===== src/rtl/vending_pkg.sv =====
// -----------------------------------------------------------------------------
// vending_pkg
// Shared definitions for the vending controller: the credit state encoding,
// the coin-acceptor codes and the product price.
// Optional feature macro used by this slice: VEND_REFUND_EN (cancel/refund).
// -----------------------------------------------------------------------------
package vending_pkg;

    // Credit held between sales; 2'b11 is unused and recovers to S0.
    typedef enum logic [1:0] {
        S0 = 2'b00,
        S1 = 2'b01,
        S2 = 2'b10
    } state_t;

    // Coin codes presented by the acceptor front end, one per clock.
    localparam logic [1:0] COIN_NONE   = 2'b00;
    localparam logic [1:0] COIN_ONE    = 2'b01;
    localparam logic [1:0] COIN_TWO    = 2'b10;
    localparam logic [1:0] COIN_CANCEL = 2'b11;

    // Price of one product in units, sized for the 3-bit credit sum.
    localparam logic [2:0] PRICE = 3'd3;

endpackage


===== src/rtl/vending_coin_decode.sv =====
// -----------------------------------------------------------------------------
// vending_coin_decode
// Maps the raw coin code to a coin value in units and a cancel flag.
//   in     : coin code (00 none, 01 one, 10 two, 11 cancel/reserved)
//   coin   : coin value 0..2
//   cancel : refund request (only when VEND_REFUND_EN is defined)
// With VEND_REFUND_EN undefined, code 11 decodes exactly like 00.
// -----------------------------------------------------------------------------
module vending_coin_decode
    import vending_pkg::*;
(
    input  logic [1:0] in,
    output logic [1:0] coin,
    output logic       cancel
);

    always_comb begin
        coin   = 2'd0;
        cancel = 1'b0;
        case (in)
            COIN_ONE:    coin = 2'd1;
            COIN_TWO:    coin = 2'd2;
`ifdef VEND_REFUND_EN
            COIN_CANCEL: cancel = 1'b1;
`else
            COIN_CANCEL: cancel = 1'b0;
`endif
            default:     coin = 2'd0;
        endcase
    end

endmodule


===== src/rtl/vending_machine.sv =====
// -----------------------------------------------------------------------------
// vending_machine
// Credit-accumulating vending controller, price 3 units. Dispenses one
// product when credit reaches the price and returns the excess as change.
//   clk    : system clock, rising edge
//   rst    : asynchronous active-low reset
//   in     : coin code sampled every rising edge
//   out    : one-cycle dispense pulse (registered)
//   change : change amount in units, valid with its pulse (registered)
// Optional feature: VEND_REFUND_EN makes in = 11 a cancel that refunds the
// current credit as change.
// -----------------------------------------------------------------------------
module vending_machine
    import vending_pkg::*;
(
    input  logic       clk,
    input  logic       rst,
    input  logic [1:0] in,
    output logic       out,
    output logic [1:0] change
);

    logic [1:0] coin;
    logic       cancel;

    state_t     state_reg, state_next;
    logic       out_reg, out_next;
    logic [1:0] change_reg, change_next;
    logic [2:0] total;

    vending_coin_decode u_decode (
        .in     (in),
        .coin   (coin),
        .cancel (cancel)
    );

    // State and output registers share one edge so outputs line up with
    // the transition that produced them.
    always_ff @(posedge clk or negedge rst) begin
        if (!rst) begin
            state_reg  <= S0;
            out_reg    <= 1'b0;
            change_reg <= 2'b00;
        end else begin
            state_reg  <= state_next;
            out_reg    <= out_next;
            change_reg <= change_next;
        end
    end

    always_comb begin
        state_next  = S0;
        out_next    = 1'b0;
        change_next = 2'b00;
        // Credit never exceeds 2 and a coin never exceeds 2, so total <= 4.
        total       = {1'b0, state_reg} + {1'b0, coin};
        case (state_reg)
            S0, S1, S2: begin
                if (cancel) begin
                    // Refund: whatever credit is held goes back as change.
                    change_next = state_reg;
                end else if (total >= PRICE) begin
                    out_next    = 1'b1;
                    change_next = 2'(total - PRICE);
                end else begin
                    state_next  = state_t'(total[1:0]);
                end
            end
            // Illegal encoding: fall back to S0 silently.
            default: state_next = S0;
        endcase
    end

    assign out    = out_reg;
    assign change = change_reg;

endmodule


===== config.mk =====
export PLATFORM = sky130hd
export DESIGN_NAME = vending_machine
export DESIGN_NICKNAME = d
export VERILOG_FILES = /design/src/rtl/vending_pkg.sv /design/src/rtl/vending_coin_decode.sv /design/src/rtl/vending_machine.sv
export SDC_FILE = /design/constraint.sdc
export NUM_CORES = 1
export LEC_CHECK = 0
export CORE_AREA = 2 2 39 41
export CTS_CLUSTER_DIAMETER = 50
export CTS_CLUSTER_SIZE = 10
export DETAILED_ROUTE_END_ITERATION = 8
export DIE_AREA = 0 0 41 43
export PLACE_DENSITY_LB_ADDON = 0.05
export SLEW_MARGIN = 20
export SYNTH_ARGS = -nofsm -noshare
export SYNTH_HDL_FRONTEND = slang
export SYNTH_SLANG_ARGS = --single-unit

===== constraint.sdc =====
create_clock -name clk -period 2.4 [get_ports clk]
set_input_delay 0.72 -clock clk [delete_from_list [all_inputs] [get_ports clk]]
set_output_delay 0.72 -clock clk [all_outputs]
set_load 0.01 [all_outputs]

==> flow_summary.json, run 1 <==
{
  "status": "finished, final reports clean",
  "reg2regPathDepth": 7,
  "endpoint": "state_reg[1]$_DFF_PN0_",
  "worst-slew-pin-transition_ns": 0.226,
  "dp_hpwl_um": 383,
  "drive_gt1_share_pct": 35.3,
  "grt_pass1_vias": 221,
  "finalWeightedCongestion": 0.649,
  "vias_per_cell": 3.74,
  "final_antenna_net_count": 0,
  "grt_pass1_wl_um": 883,
  "power_density_nw_per_um2": 1160,
  "worst_skew_pair.late_latency_ns": 0.24,
  "fin_crit_sh_pct": 92.4,
  "cts.reportedPaths.clkPinSlew_ns": 0.04,
  "p_seq_share_pct": 26.6,
  "p_int_uw": 326,
  "yosysTopAreaCellShare_pct": 44.4,
  "cap_violations": 0,
  "r2r-start": "state_reg[0]$_DFF_PN0_",
  "drcViolationCount": 0,
  "cts_tree": "yes",
  "hold_viol_final": 0,
  "core_area_um2": 1380,
  "rows": 14,
  "dp.cells": 46,
  "finalClockSkew_ns": 0.00357,
  "start_util_pct": 20.3,
  "totalWireLength_um": 474,
  "cts_hold_buf": 0,
  "cts_sinks": 5,
  "p_leak_nw": 0.200,
  "synth_top_cell_by_area": "dfrtp_1",
  "ys.flop_type": "dfrtp_1",
  "die-width_um": 41,
  "wl_per_cell_um": 9.48,
  "cts-root-buf": "clkbuf_4",
  "fp.dieArea_um2": 1760,
  "switching_share_pct": 32.5,
  "synth_cells": 22,
  "r2r-end": "state_reg[1]$_DFF_PN0_",
  "synth_fp_nets": 29,
  "async_flop_share_pct": 100,
  "cpPeakStageDelay_ns": 0.52,
  "crit_path_cell_trace": "dlygate4sd2_1, nor2b_1, ha_2, inv_1, fa_1, inv_1, ha_2, nor2b_4, nor4b_4",
  "syn_area_um2": 282,
  "relSlewSlack_pct": 84.9,
  "start_kind": "input port",
  "final_cells": 50,
  "synth-edff-count": 0,
  "yosys_warnings": 0,
  "timing.fmax_ghz": 0.451,
  "setup_tns_ns": 0,
  "grt_usage_pct": 8.19,
  "p_comb_share_pct": 53.5,
  "antenna_found_initial": 0,
  "cts-htree-levels": 1,
  "synth.most_common_cell": "dfrtp_1",
  "crit_arrival_ns": 2.37,
  "finalPower_uw": 482,
  "r2r_slack_ns": 0.66,
  "place_area_um2": 377,
  "worst-path-stages": 9,
  "endpoint_kind": "flip-flop",
  "synth_top_cells_by_count": "5 x dfrtp_1, 4 x inv_1, 2 x ha_1",
  "hold_path.class": "flip-flop to flip-flop",
  "clkPwrFrac_pct": 20.0,
  "cp_data_required_time_ns": 2.55,
  "grt-ovfl-total": 0,
  "areaGrowthSynthToFinish_pct": 47.1,
  "peakVddDrop_mv": 0.475,
  "synthTopCellsByArea": "dfrtp_1 44%, ha_1 8.9%, fa_1 7.1%",
  "ys_ff_latch": 5,
  "finalSetupViolCount": 0,
  "firstDrtPassIters": 3,
  "switching_power_uw": 156,
  "vias": 187,
  "clockBufferDepth": 2,
  "setup.worst_path.start": "in[1]",
  "slowest_stage": "fa_1",
  "postSynthAreaPerCell_um2": 12.8,
  "num_io_pins": 7,
  "grt_max_degree": 6,
  "crit_type": "input port to flip-flop",
  "port_buffers": 6,
  "rsz0062_at_grt": "false",
  "crit_buf_inv": 3,
  "die_y_um": 43,
  "num_antenna_cells": 0,
  "synth-seq-area-share_pct": 44.4,
  "cts_made_buffers": 3,
  "slew_violations": 0,
  "fin_area_um2": 414,
  "cp_top_family": "adder cells",
  "fin_nets": 42,
  "ys_types": 14,
  "first_iter_violations": 2,
  "fin_crit_ns": 2.22,
  "cp_max_fo": 4
}
[cells in the final DEF, fill, tap and decap left out]
cell type,n
nand2b_4,1
nor4b_4,1
clkdlybuf4s50_1,4
dfrtp_1,5
ha_2,2
inv_1,4
nor3_1,1
clkbuf_4,3
a21oi_1,1
nor2b_1,1
and4b_1,1
buf_4,2
and2_4,1
dlygate4sd2_1,2
nor2b_4,1
fa_1,1
nand2b_1,1
a211oi_2,1
clkbuf_1,1
[worst register-to-register path, stage by stage, from the launching register on]
cell and delay [ns]:
dfrtp_1 0.36, ha_2 0.16, inv_1 0.04, fa_1 0.52, inv_1 0.05, ha_2 0.18, nor2b_4 0.14, nor4b_4 0.19
[area by class of cell]
type                       instances  area, µm²
fill                             149        970
multi-input combinational         13        155
sequential                         5        125
timing repair buffer               8       72.6
clock buffer                       4       26.3
tap                               16       20.0
inverter                           4       15.0
[how the worst min path moves through the flow]
stage,cells past startpoint,slack [ns],end,startpoint
5_1_grt,2,0.62,state_reg[1]$_DFF_PN0_,state_reg[1]$_DFF_PN0_
4_1_cts,2,0.60,state_reg[1]$_DFF_PN0_,state_reg[1]$_DFF_PN0_
2_1_floorplan,0,0.42,change[0]$_DFF_PN0_,rst
6_report,2,0.60,state_reg[1]$_DFF_PN0_,state_reg[1]$_DFF_PN0_
3_3_place_gp,2,0.59,change[1]$_DFF_PN0_,state_reg[1]$_DFF_PN0_
3_5_place_dp,2,0.58,change[1]$_DFF_PN0_,state_reg[1]$_DFF_PN0_
[what timing repair did]
item                       4_1_cts  5_1_grt
setup buffers                    0        0
gates resized for setup          5        0
setup endpoints to repair        3        0
[power by group through the flow]
| stage | Combinational, mW | Sequential (mW) | Clock [mW] |
|---|---|---|---|
| after floorplan | 0.146 | 0.136 | 0 |
| after global placement | 0.244 | 0.130 | 0 |
| after detailed placement | 0.239 | 0.130 | 0 |
| after CTS | 0.263 | 0.129 | 0.102 |
| after global routing | 0.288 | 0.132 | 0.111 |
| final | 0.258 | 0.128 | 0.0963 |
[metrics by stage]
step | hold WS, ns | util, % | setup WS (ns)
after floorplan | 0.424 | - | 0.211
after global placement | 0.592 | 27.2 | -0.309
after detailed placement | 0.584 | 27.2 | -0.295
after CTS | 0.603 | 29.9 | 0.185
after global routing | 0.624 | 29.9 | 0.0578
final | 0.602 | 29.9 | 0.183
[metal layers]
layer	GRT usage (%)	part of all wire [%]	vias up
li1	-	-	95
met1	9.21	40	86
met2	10.0	53	6
met3	7.85	7.0	0
met4	4.00	0	0
met5	0	0	-
[logic make-up after synthesis]
family	Yosys count	synth area share, %
and+or+nand+nor	8	28.0
DFF	5	44.4
buffers and inverters	4	5.33
adders and majority gates	3	16.0
AOI/OAI and AO/OA	2	6.22
(Power assumes the default switching activity.)
==> run 2, diff against run 1 <==
--- a/config.mk
+++ b/config.mk
@@ -5,6 +5,7 @@
 export SDC_FILE = /design/constraint.sdc
 export NUM_CORES = 1
 export LEC_CHECK = 0
+export ABC_CLOCK_PERIOD_IN_PS = 2400
 export CORE_AREA = 2 2 39 41
 export CTS_CLUSTER_DIAMETER = 50
 export CTS_CLUSTER_SIZE = 10
==> results of run 2 <==
No change in the layout: final DEF, timing and power equal those of run 1.
==> run 3, diff against run 2 <==
--- a/config.mk
+++ b/config.mk
@@ -7,6 +7,7 @@
 export LEC_CHECK = 0
 export ABC_CLOCK_PERIOD_IN_PS = 2400
 export CORE_AREA = 2 2 39 41
+export CTS_BUF_LIST = sky130_fd_sc_hd__clkbuf_4
 export CTS_CLUSTER_DIAMETER = 50
 export CTS_CLUSTER_SIZE = 10
 export DETAILED_ROUTE_END_ITERATION = 8
==> flow_summary.json, run 3 (same netlist as run 1, synthesis figures left out) <==
{
  "num_antenna_cells": 0,
  "hold_depth": 2,
  "final_antenna_net_count": 0,
  "cts.reportedPaths.clkPinSlew_ns": 0.04,
  "fin_area_um2": 418,
  "postCtsSetupRepairBufs": 0,
  "dp_hpwl_um": 383,
  "status": "finished, final reports clean",
  "crit_type": "input port to flip-flop",
  "cts-htree-levels": 1,
  "first_iter_violations": 0,
  "cp_max_fo": 4,
  "antenna_found_initial": 0,
  "worst_skew_pair.late_latency_ns": 0.24,
  "areaGrowthSynthToFinish_pct": 48.4,
  "cts_tree": "yes",
  "finalSetupViolCount": 0,
  "endpoint_kind": "flip-flop",
  "relSlewSlack_pct": 84.9,
  "grt_usage_pct": 8.19,
  "cp_data_required_time_ns": 2.55,
  "die-width_um": 41,
  "num_io_pins": 7,
  "cts_made_buffers": 3,
  "finalWeightedCongestion": 0.649,
  "cp_top_family": "adder cells",
  "drcViolationCount": 0,
  "fp.dieArea_um2": 1760,
  "layout_common_cells": "5 x dfrtp_1, 4 x inv_1, 4 x clkbuf_4, 4 x clkdlybuf4s50_1",
  "worst-path-stages": 9,
  "cpPeakStageDelay_ns": 0.52,
  "fin_crit_ns": 2.22,
  "reg2regPathDepth": 7,
  "final_common_cell": "dfrtp_1",
  "place_area_um2": 377,
  "slew_violations": 0,
  "cap_violations": 0,
  "cts_sinks": 5,
  "clockBufferDepth": 2,
  "grt-ovfl-total": 0,
  "grt_max_degree": 6,
  "crit_buf_inv": 3,
  "die_y_um": 43,
  "worst-slew-pin-transition_ns": 0.225,
  "drive_gt1_share_pct": 38.2,
  "multiInputGateArea_um2": 155,
  "hold_viol_final": 0,
  "r2r_slack_ns": 0.66,
  "vias": 189,
  "finalClockSkew_ns": 0.00316,
  "start_util_pct": 20.3,
  "timing.fmax_ghz": 0.451,
  "port_buffers": 6,
  "totalWireLength_um": 477,
  "fin_crit_sh_pct": 92.4,
  "fin_nets": 42,
  "wl_per_cell_um": 9.54,
  "core_area_um2": 1380,
  "crit_path_cell_trace": "dlygate4sd2_1, nor2b_1, ha_2, inv_1, fa_1, inv_1, ha_2, nor2b_4, nor4b_4",
  "grt_pass1_wl_um": 883,
  "fillers": 147,
  "seq_area_um2": 125,
  "vias_per_cell": 3.78,
  "firstDrtPassIters": 1,
  "rows": 14,
  "hold_path.class": "flip-flop to flip-flop",
  "start_kind": "input port",
  "crit_arrival_ns": 2.37,
  "p_leak_nw": 0.204,
  "peakVddDrop_mv": 0.423,
  "slowest_stage": "fa_1",
  "cts_hold_buf": 0,
  "finalPower_uw": 493,
  "cts-root-buf": "clkbuf_4",
  "rsz0062_at_grt": "false",
  "grt_pass1_vias": 220,
  "power_density_nw_per_um2": 1180
}
-- run 3: final timing paths --
kind | from | end
max in group asynchronous | rst | change[1]$_DFF_PN0_
worst min-delay path | state_reg[1]$_DFF_PN0_ | state_reg[1]$_DFF_PN0_
worst max register to register | state_reg[0]$_DFF_PN0_ | state_reg[1]$_DFF_PN0_
worst max-delay path | in[1] | state_reg[1]$_DFF_PN0_
worst min register to register | state_reg[1]$_DFF_PN0_ | state_reg[1]$_DFF_PN0_
min in group asynchronous | rst | state_reg[0]$_DFF_PN0_
-- run 3: timing repair --
action / 4_1_cts / 5_1_grt
resized for setup: 5 / 0
hold endpoints to repair: 0 / 0
setup endpoints to repair: 3 / 0
-- run 3: area by class of cell --
cell class / instances / area share (%)
multi-input cells: 13 / 37.1
well taps: 16 / 4.79
repair buffers: 8 / 17.4
clock buffers: 4 / 7.19
flip-flops and latches: 5 / 29.9
inverters: 4 / 3.59
-- run 3: power by group --
part	total (mW)	internal [mW]	leakage [nW]	switching [mW]
clock network	0.107	0.0740	0.0184	0.0330
logic	0.258	0.146	0.119	0.111
registers	0.128	0.116	0.0665	0.0117
total	0.493	0.337	0.204	0.156
-- run 3: stage by stage --
step	setup slack, ns	std cells	util [%]	TNS (ns)	hold slack, ns
floorplan	0.211	22	-	0	0.424
global placement	-0.309	46	27.2	-1.04	0.592
detailed placement	-0.295	46	27.2	-0.998	0.584
CTS	0.185	50	30.2	0	0.603
global route	0.0571	50	30.2	0	0.624
finish	0.181	50	30.2	0	0.602
-- run 3: layer usage --
layer | part of all wire (%) | global-route usage, % | vias to the layer above
met5 | 0 | 0 | -
met4 | 0 | 4.00 | 0
met3 | 6.1 | 7.85 | 0
met2 | 53 | 10.0 | 7
met1 | 40 | 9.21 | 87
li1 | - | - | 95
-- run 3: tightest hold or removal path: cells and delay by family, from the launching register on --
family,cells,cell delay (ns)
DFF,1,0.33
and+or+nand+nor,2,0.23
